**src/rtl/hdu_ctrl.sv**
```systemverilog
// hdu_ctrl: hazard detection / stall controller for the in-order core.
// Detects load-use RAW hazards, counts out multi-cycle memory stalls, holds
// fetch during self-instruct sequences and flushes decode/execute on taken
// branches. Optional performance counters are enabled by defining HDU_PERF_EN.
// All outputs are driven only from state, counter and current inputs.
// There is no handshake; every input is a level that is sampled each cycle.
module hdu_ctrl #(
  parameter int REG_AW  = 4,
  parameter int NUM_SRC = 2,
  parameter int CNT_W   = 4,
  parameter bit R0_ZERO = 1'b1
) (
  input  logic                      clk_i,
  input  logic                      rst_i,
  input  logic                      d_valid_i,
  input  logic [NUM_SRC*REG_AW-1:0] d_src_addr_i,
  input  logic [NUM_SRC-1:0]        d_src_used_i,
  input  logic                      x_valid_i,
  input  logic                      x_is_load_i,
  input  logic                      x_rd_we_i,
  input  logic [REG_AW-1:0]         x_rd_addr_i,
  input  logic                      x_multi_req_i,
  input  logic [CNT_W-1:0]          x_multi_len_i,
  input  logic                      cu_stall_si_i,
  input  logic                      x_release_f_i,
  input  logic                      br_taken_i,
  output logic                      stall_fetch_o,
  output logic                      stall_decode_o,
  output logic                      stall_pc_o,
  output logic                      flush_decode_o,
  output logic                      flush_execute_o,
  output logic                      busy_o
`ifdef HDU_PERF_EN
  ,
  output logic [31:0]               stall_cyc_o,
  output logic [15:0]               flush_cnt_o
`endif
);

  typedef enum logic [1:0] {
    ST_IDLE  = 2'd0,
    ST_MULTI = 2'd1,
    ST_SELF  = 2'd2
  } state_e;

  localparam logic [CNT_W-1:0] CNT_ONE = 1;

  state_e           state_q, state_d;
  logic [CNT_W-1:0] cnt_q, cnt_d;
  // Set while a multi-cycle access interrupted a self-instruct sequence;
  // the FSM returns to SELF (fetch still held) when the count runs out.
  logic             self_pend_q, self_pend_d;

  logic             src_hit;
  logic             lu_hit;
  logic             multi_ok;
  logic [CNT_W-1:0] len_m1;

  assign multi_ok = x_multi_req_i && (x_multi_len_i != '0);
  assign len_m1   = x_multi_len_i - CNT_ONE;

  // Any used decode source matching the execute destination register.
  always_comb begin
    src_hit = 1'b0;
    for (int k = 0; k < NUM_SRC; k++) begin
      if (d_src_used_i[k] && (d_src_addr_i[k*REG_AW +: REG_AW] == x_rd_addr_i)) begin
        src_hit = 1'b1;
      end
    end
  end

  assign lu_hit = d_valid_i && x_valid_i && x_is_load_i && x_rd_we_i &&
                  !(R0_ZERO && (x_rd_addr_i == '0)) && src_hit;

  // Next-state and output decode; branch beats everything except reset.
  always_comb begin
    state_d         = state_q;
    cnt_d           = cnt_q;
    self_pend_d     = self_pend_q;
    stall_fetch_o   = 1'b0;
    stall_decode_o  = 1'b0;
    stall_pc_o      = 1'b0;
    flush_decode_o  = 1'b0;
    flush_execute_o = 1'b0;
    busy_o          = 1'b0;
    if (rst_i) begin
      state_d     = ST_IDLE;
      cnt_d       = '0;
      self_pend_d = 1'b0;
    end else if (br_taken_i) begin
      busy_o          = (state_q != ST_IDLE);
      flush_decode_o  = 1'b1;
      flush_execute_o = 1'b1;
      state_d         = ST_IDLE;
      cnt_d           = '0;
      self_pend_d     = 1'b0;
    end else begin
      busy_o = (state_q != ST_IDLE);
      case (state_q)
        ST_IDLE: begin
          if (multi_ok) begin
            stall_decode_o = 1'b1;
            stall_pc_o     = 1'b1;
            if (x_multi_len_i != CNT_ONE) begin
              cnt_d       = len_m1;
              self_pend_d = 1'b0;
              state_d     = ST_MULTI;
            end
          end else if (!x_multi_req_i && lu_hit) begin
            stall_decode_o  = 1'b1;
            stall_pc_o      = 1'b1;
            flush_execute_o = 1'b1;
          end else if (cu_stall_si_i) begin
            stall_fetch_o = 1'b1;
            state_d       = ST_SELF;
          end
        end
        ST_MULTI: begin
          stall_decode_o = 1'b1;
          stall_pc_o     = 1'b1;
          stall_fetch_o  = self_pend_q && !x_release_f_i;
          if (x_release_f_i) begin
            self_pend_d = 1'b0;
          end
          cnt_d = cnt_q - CNT_ONE;
          if (cnt_q == CNT_ONE) begin
            state_d = (self_pend_q && !x_release_f_i) ? ST_SELF : ST_IDLE;
            cnt_d   = '0;
          end
        end
        ST_SELF: begin
          stall_fetch_o = !x_release_f_i;
          if (multi_ok) begin
            stall_decode_o = 1'b1;
            stall_pc_o     = 1'b1;
            if (x_multi_len_i != CNT_ONE) begin
              cnt_d       = len_m1;
              self_pend_d = !x_release_f_i;
              state_d     = ST_MULTI;
            end else if (x_release_f_i) begin
              state_d = ST_IDLE;
            end
          end else if (x_release_f_i) begin
            state_d = ST_IDLE;
          end
        end
        default: begin
          state_d     = ST_IDLE;
          cnt_d       = '0;
          self_pend_d = 1'b0;
        end
      endcase
    end
  end

  // State, stall counter and pending-self flag registers.
  always_ff @(posedge clk_i) begin
    if (rst_i) begin
      state_q     <= ST_IDLE;
      cnt_q       <= '0;
      self_pend_q <= 1'b0;
    end else begin
      state_q     <= state_d;
      cnt_q       <= cnt_d;
      self_pend_q <= self_pend_d;
    end
  end

`ifdef HDU_PERF_EN
  logic [31:0] stall_cyc_q;
  logic [15:0] flush_cnt_q;

  // Saturating counts of decode-stall cycles and taken-branch cycles.
  always_ff @(posedge clk_i) begin
    if (rst_i) begin
      stall_cyc_q <= '0;
      flush_cnt_q <= '0;
    end else begin
      if (stall_decode_o && (stall_cyc_q != '1)) stall_cyc_q <= stall_cyc_q + 32'd1;
      if (br_taken_i && (flush_cnt_q != '1))     flush_cnt_q <= flush_cnt_q + 16'd1;
    end
  end

  assign stall_cyc_o = stall_cyc_q;
  assign flush_cnt_o = flush_cnt_q;
`endif

endmodule

```
**config.mk**
```make
export PLATFORM = sky130hd
export DESIGN_NAME = hdu_ctrl
export DESIGN_NICKNAME = d
export VERILOG_FILES = /design/src/rtl/hdu_ctrl.sv
export SDC_FILE = /design/constraint.sdc
export NUM_CORES = 1
export LEC_CHECK = 0
export CORE_MARGIN = 3
export CORE_UTILIZATION = 36
export DETAILED_ROUTE_END_ITERATION = 10
export GPL_ROUTABILITY_DRIVEN = 0
export PLACE_DENSITY = 0.79
export SKIP_CTS_REPAIR_TIMING = 1
export SYNTH_ARGS = -nofsm -noshare
export SYNTH_HDL_FRONTEND = slang
export SYNTH_SLANG_ARGS = --single-unit
```
**constraint.sdc**
```tcl
create_clock -name clk_i -period 1.4 [get_ports clk_i]
set_input_delay 0.28 -clock clk_i [delete_from_list [all_inputs] [get_ports clk_i]]
set_output_delay 0.28 -clock clk_i [all_outputs]
set_load 0.02 [all_outputs]
```
* Word-level counts from Yosys, hierarchy flattened
Index checks and enable logic that the tools add are counted.
** Word-level totals
- Register bits after elaboration :: 7
- Output and inout bits :: 6
- Input bits :: 28
** Operators by class
- Reductions and logical operators :: 22
- Add/sub/neg operators :: 2
- Mux-type cells :: 41
- Equal/unequal tests :: 17
** Operators by type and width (count)
- 1-bit two-way mux :: 24
- 2-bit two-way mux :: 9
- 4-bit two-way mux :: 3
- 2-bit inequality test (second input constant) :: 6
- 1-bit logical AND :: 10
- 3-bit inequality test (second input constant) :: 3
- 1-bit case mux with 3 select lines :: 3
- 4-bit == test :: 2
- 4-bit case mux with 2 select lines :: 1
- 4-bit by 1-bit subtractor with 4-bit output (second input constant) :: 2
- 2-bit case mux with 3 select lines :: 1
- 5-bit AND reduction :: 1
- 4-bit by 1-bit == test with 1-bit output (second input constant) :: 1
- 4-bit logical NOT :: 1
- 2-bit by 1-bit inequality test with 1-bit output (second input constant) :: 2
- 4-bit by 1-bit inequality test with 1-bit output (second input constant) :: 1
- 4-bit AND reduction :: 1
- 4-bit nonzero test :: 1
- 2-bit OR reduction :: 2
- 1-bit logical NOT :: 3
- 2-bit by 1-bit == test with 1-bit output (second input constant) :: 1
- 2-bit == test (second input constant) :: 1
- 2-bit logical NOT :: 1
- 2-bit AND reduction :: 1
- 2-bit nonzero test :: 1

* Logic depth before layout (Yosys ltp)
- Word-level depth :: 11
- Depth in mapped cells :: 8
- Mapped depth without buffers :: 7

* Worst setup path after synthesis
Ideal clock, no wire load.
- Kind :: input -> output
- Start :: input port x_rd_addr_i[0]
- End :: output port stall_pc_o
- Arrival time :: 1.397 ns
- Cell stages on the path :: 6
- Slack :: -0.277 ns
- Data required time :: 1.120 ns
- Buffers on the path :: 1
- Cell sequence :: xor2_1 > nor3_1 > nand3_1 > a211oi_1 > o21a_1 > buf_4
** On the way
- Longest elaborated chain between the ends :: 11
- Elaborated cells on any way between the ends :: 16
** RTL lines
- start, declared :: line 21 : input logic [REG_AW-1:0] x_rd_addr_i,
- 4-bit == test :: line 66 : if (d_src_used_i[k] && (d_src_addr_i[k*REG_AW +: REG_AW] == x_rd_addr_i)) begin
- 1-bit logical AND :: line 66
- 1-bit two-way mux (2 in a row) :: line 66
- 1-bit logical AND (*) :: line 73 : !(R0_ZERO && (x_rd_addr_i == '0)) && src_hit;
- 1-bit logical AND (*) :: line 109 : end else if (!x_multi_req_i && lu_hit) begin
- 1-bit two-way mux (*) (2 in a row)
- 1-bit case mux with 3 select lines (*)
- 1-bit two-way mux (*) (2 in a row)
- end, declared :: line 29 : output logic stall_pc_o,
Mark *: on every way between the ends. The rest lies on a longest branch, timed or not.

* Final worst setup path
- Start :: input port x_rd_addr_i[2]
- End :: output port stall_decode_o
** On the way
- Longest elaborated chain between the ends :: 11
- Elaborated cells on any way between the ends :: 16
** RTL lines
- 4-bit == test :: line 66
- 1-bit logical AND :: line 66
- 1-bit two-way mux (2 in a row) :: line 66
- 1-bit logical AND (*) :: line 73
- 1-bit logical AND (*) :: line 109
- 1-bit two-way mux (*) :: line 109
- 1-bit two-way mux (*) :: line 101 : if (multi_ok) begin
- 1-bit case mux with 3 select lines (*) :: line 99 : case (state_q)
- 1-bit two-way mux (*) :: line 90 : end else if (br_taken_i) begin
- 1-bit two-way mux (*) :: line 86 : if (rst_i) begin
- end, declared :: line 28 : output logic stall_decode_o,
Marks and branches as above.

==> results.md <==
- Worst-Skew Late Latency: 0.27 ns
- Syn Std Cell Area: 737 um2
- Max-slew headroom at the worst pin: 72.2%
- P&R area growth vs syn: 117%
- Pins Over Slew Limit: 0
- Initial drt markers: 30
- Worst hold endpoint: cnt_q[0]$_SDFFE_PP0P_
- Cell count after synthesis: 92
- H-tree depth: 1
- Max frequency: 544 MHz
- Most common cell after layout, fill and taps aside: buf_4
- Starting Density: 40.5%
- YS warnings: 0
- Cell taking the most area after synthesis: dfxtp_1
- Cell row count: 15
- Die height: 51.2 um
- Sink Count: 7
- Max clock buf depth: 2
- Final setup viols: 11
- DRC: 0
- Core Area: 1820 um2
- Fin nets: 186
- IO buf count: 33
- Crit Path Class: in2out
- Crit start category: input pin
- WL per Instance: 20.4 um
- Top post-synthesis cells by area: dfxtp_1 19%, xor2_1 9.5%, nor2_1 7.1%
- Worst path arrival time: 1.56 ns
- Synthesized area per cell: 8.01 um2
- EDFF count, synth: 0
- First-pass GRT wire length: 3.87 mm
- CP max stage cell: nor3_2
- Critical path cell sequence: buf_8 -> xor2_1 -> nor3_2 -> nand3_2 -> a211oi_2 -> o21a_2 -> buf_6
- Die Wd: 51.2 um
- Status: finished with violations
- Crit path buffers/inverters: 2
- Routed wire length: 3.63 mm
- Vias in the first global route: 886
- HPWL Detailed: 1.99 mm
- Pin count of the biggest net entering global routing: 11
- Antenna-violating nets left: 0
- Via/cell ratio: 5.53
- Final instance area: 1600 um2
- Failing checks: negative setup slack
- Non-Filler Instances: 178
- Share of the synthesized area in the top cell type: 19.0%
- # fillers: 85
- Layout Skew: 0.00148 ns
- Diode count: 0
- LEAKAGE: 0.743 nW
- Reg-to-reg endpoint: state_q[1]$_SDFFE_PP0P_
- Commonest cells after routing, fill and taps aside: 19 x buf_4, 15 x buf_6, 13 x dlymetal6s2s_1, 9 x nor2_1, 6 x dfxtp_1
- Post-synthesis sequential area ratio: 19.0%
- Initial antenna violation count: 0
- Levels on crit path: 7
- Root Buffer: clkbuf_4
- Post-synth net total: 124
- DP Area: 1290 um2
- Fin crit share: 131%
- Critical Path Max Stage Delay: 0.29 ns
- Hold/Removal Path Class: in2reg
- Ys flop type: dfxtp_1
- Max-cap violations: 0
- Aggregate global-route resource usage: 19.6%
- Power Density: 535 nW/um2
- Worst reg2reg setup slack: -0.20 ns
- CTS tree: built
- Dpl cells: 172
- IO Pins: 34
- CTS Buf Count: 3
- Yosys cell types: 35
- Hold path cells: 4
- Fin. Hold Viols: 0
- Worst Path Max Fanout: 3
- Period minus WS final: 1.84 ns
- Layout cells sized above 1: 54.9%
- Vias: 985
- Die area: 2630 um2
- Setup crit end kind: output pin
- Hold Path Origin: x_multi_len_i[0]
- Clk slew on worst S/H paths: 0.06 ns
- R2r startpoint: state_q[1]$_SDFFE_PP0P_
- Register bit total from synthesis: 7
- Remaining global-route overflow: 0
- Router iterations before antenna repair: 4
- Async set-reset flop share out of synthesis: 0%
- RSZ-0062 raised after global routing: yes
- Setup WS post-layout: -0.439 ns
- Slew @ Worst Pin: 0.416 ns
- Worst EP required: 1.12 ns
- CP delay by family, top: simple AND/OR/NAND/NOR gates
- Peak supply drop: 454 uV
- Register-to-Register Path Depth: 6
==> worst max-delay path by stage <==
stage                    from             end  slack (ns)
5_1_grt        x_rd_addr_i[2]  stall_decode_o       -0.49
4_1_cts        x_rd_addr_i[0]  stall_decode_o       -1.27
3_3_place_gp   x_rd_addr_i[0]  stall_decode_o       -1.16
6_report       x_rd_addr_i[2]  stall_decode_o       -0.44
2_1_floorplan  x_rd_addr_i[0]      stall_pc_o       -0.17
3_5_place_dp   x_rd_addr_i[0]  stall_decode_o       -1.26
==> through the flow <==
step	power (mW)	setup slack [ns]	hold slack, ns	util [%]	TNS, ns
global route	0.893	-0.490	0.432	88.0	-2.69
floorplan	0.366	-0.169	0.478	-	-0.251
CTS	0.735	-1.27	0.610	72.3	-8.64
detailed placement	0.547	-1.26	0.600	70.9	-10.37
finish	0.857	-0.439	0.429	88.0	-2.20
global placement	0.536	-1.16	0.586	70.9	-9.81
==> final cells by class <==
cell class / instances / area (um2) / share of cell area, %
Inverter: 5 / 26.3 / 1.64
Sequential cell: 7 / 141 / 8.83
Timing Repair Buffer: 60 / 624 / 39.0
Multi-Input combinational cell: 77 / 752 / 47.0
Clock buffer: 4 / 26.3 / 1.64
Tap cell: 25 / 31.3 / 1.95
==> worst min-delay path, cell delays in order <==
cell and delay (ns):
buf_8 0.08, buf_6 0.10, a211o_1 0.13, a21oi_2 0.06
==> kinds of logic (layout without fill, tap and decap cells) <==
kind of cell,after synthesis,count (layout),synth area share (%)
xor+xnor,12,12,14.3
fa+ha+maj,4,4,6.79
simple gates,35,35,23.9
buf+inv,8,69,6.62
mux,1,1,1.36
compound gates,25,25,28.0
flops,7,7,19.0
==> where the power goes <==
part	leakage (nW)	switching [mW]	internal (mW)
registers	0.0575	0.0126	0.209
clock network	0.0150	0.0910	0.110
logic	0.670	0.200	0.235
total	0.743	0.303	0.554
==> sequential cells by signal (all words and copies together) (netlist names) <==
register and cells:
self_pend_q 1, state_q 2, cnt_q 4
==> routing by layer <==
metal	GRT usage [%]	routed length, um	vias to the layer above
met5	0	0	-
met2	36.5	2050	52
met1	22.0	1330	476
met4	6.55	53	0
met3	3.79	199	6
li1	-	-	451
==> cell usage after synthesis (2+ instances only) <==
cell type and n:
o21a_1 3, buf_6 2, nand2_1 3, a21oi_1 5, ha_1 4, nand3_1 2, xnor2_1 4, dfxtp_1 7
a211o_1 3, xor2_1 8, nor2_1 14, inv_1 5, nor2b_1 2, nand2b_1 2, nor3_1 5, a211oi_1 4
Power figures use the tool's default switching activity.
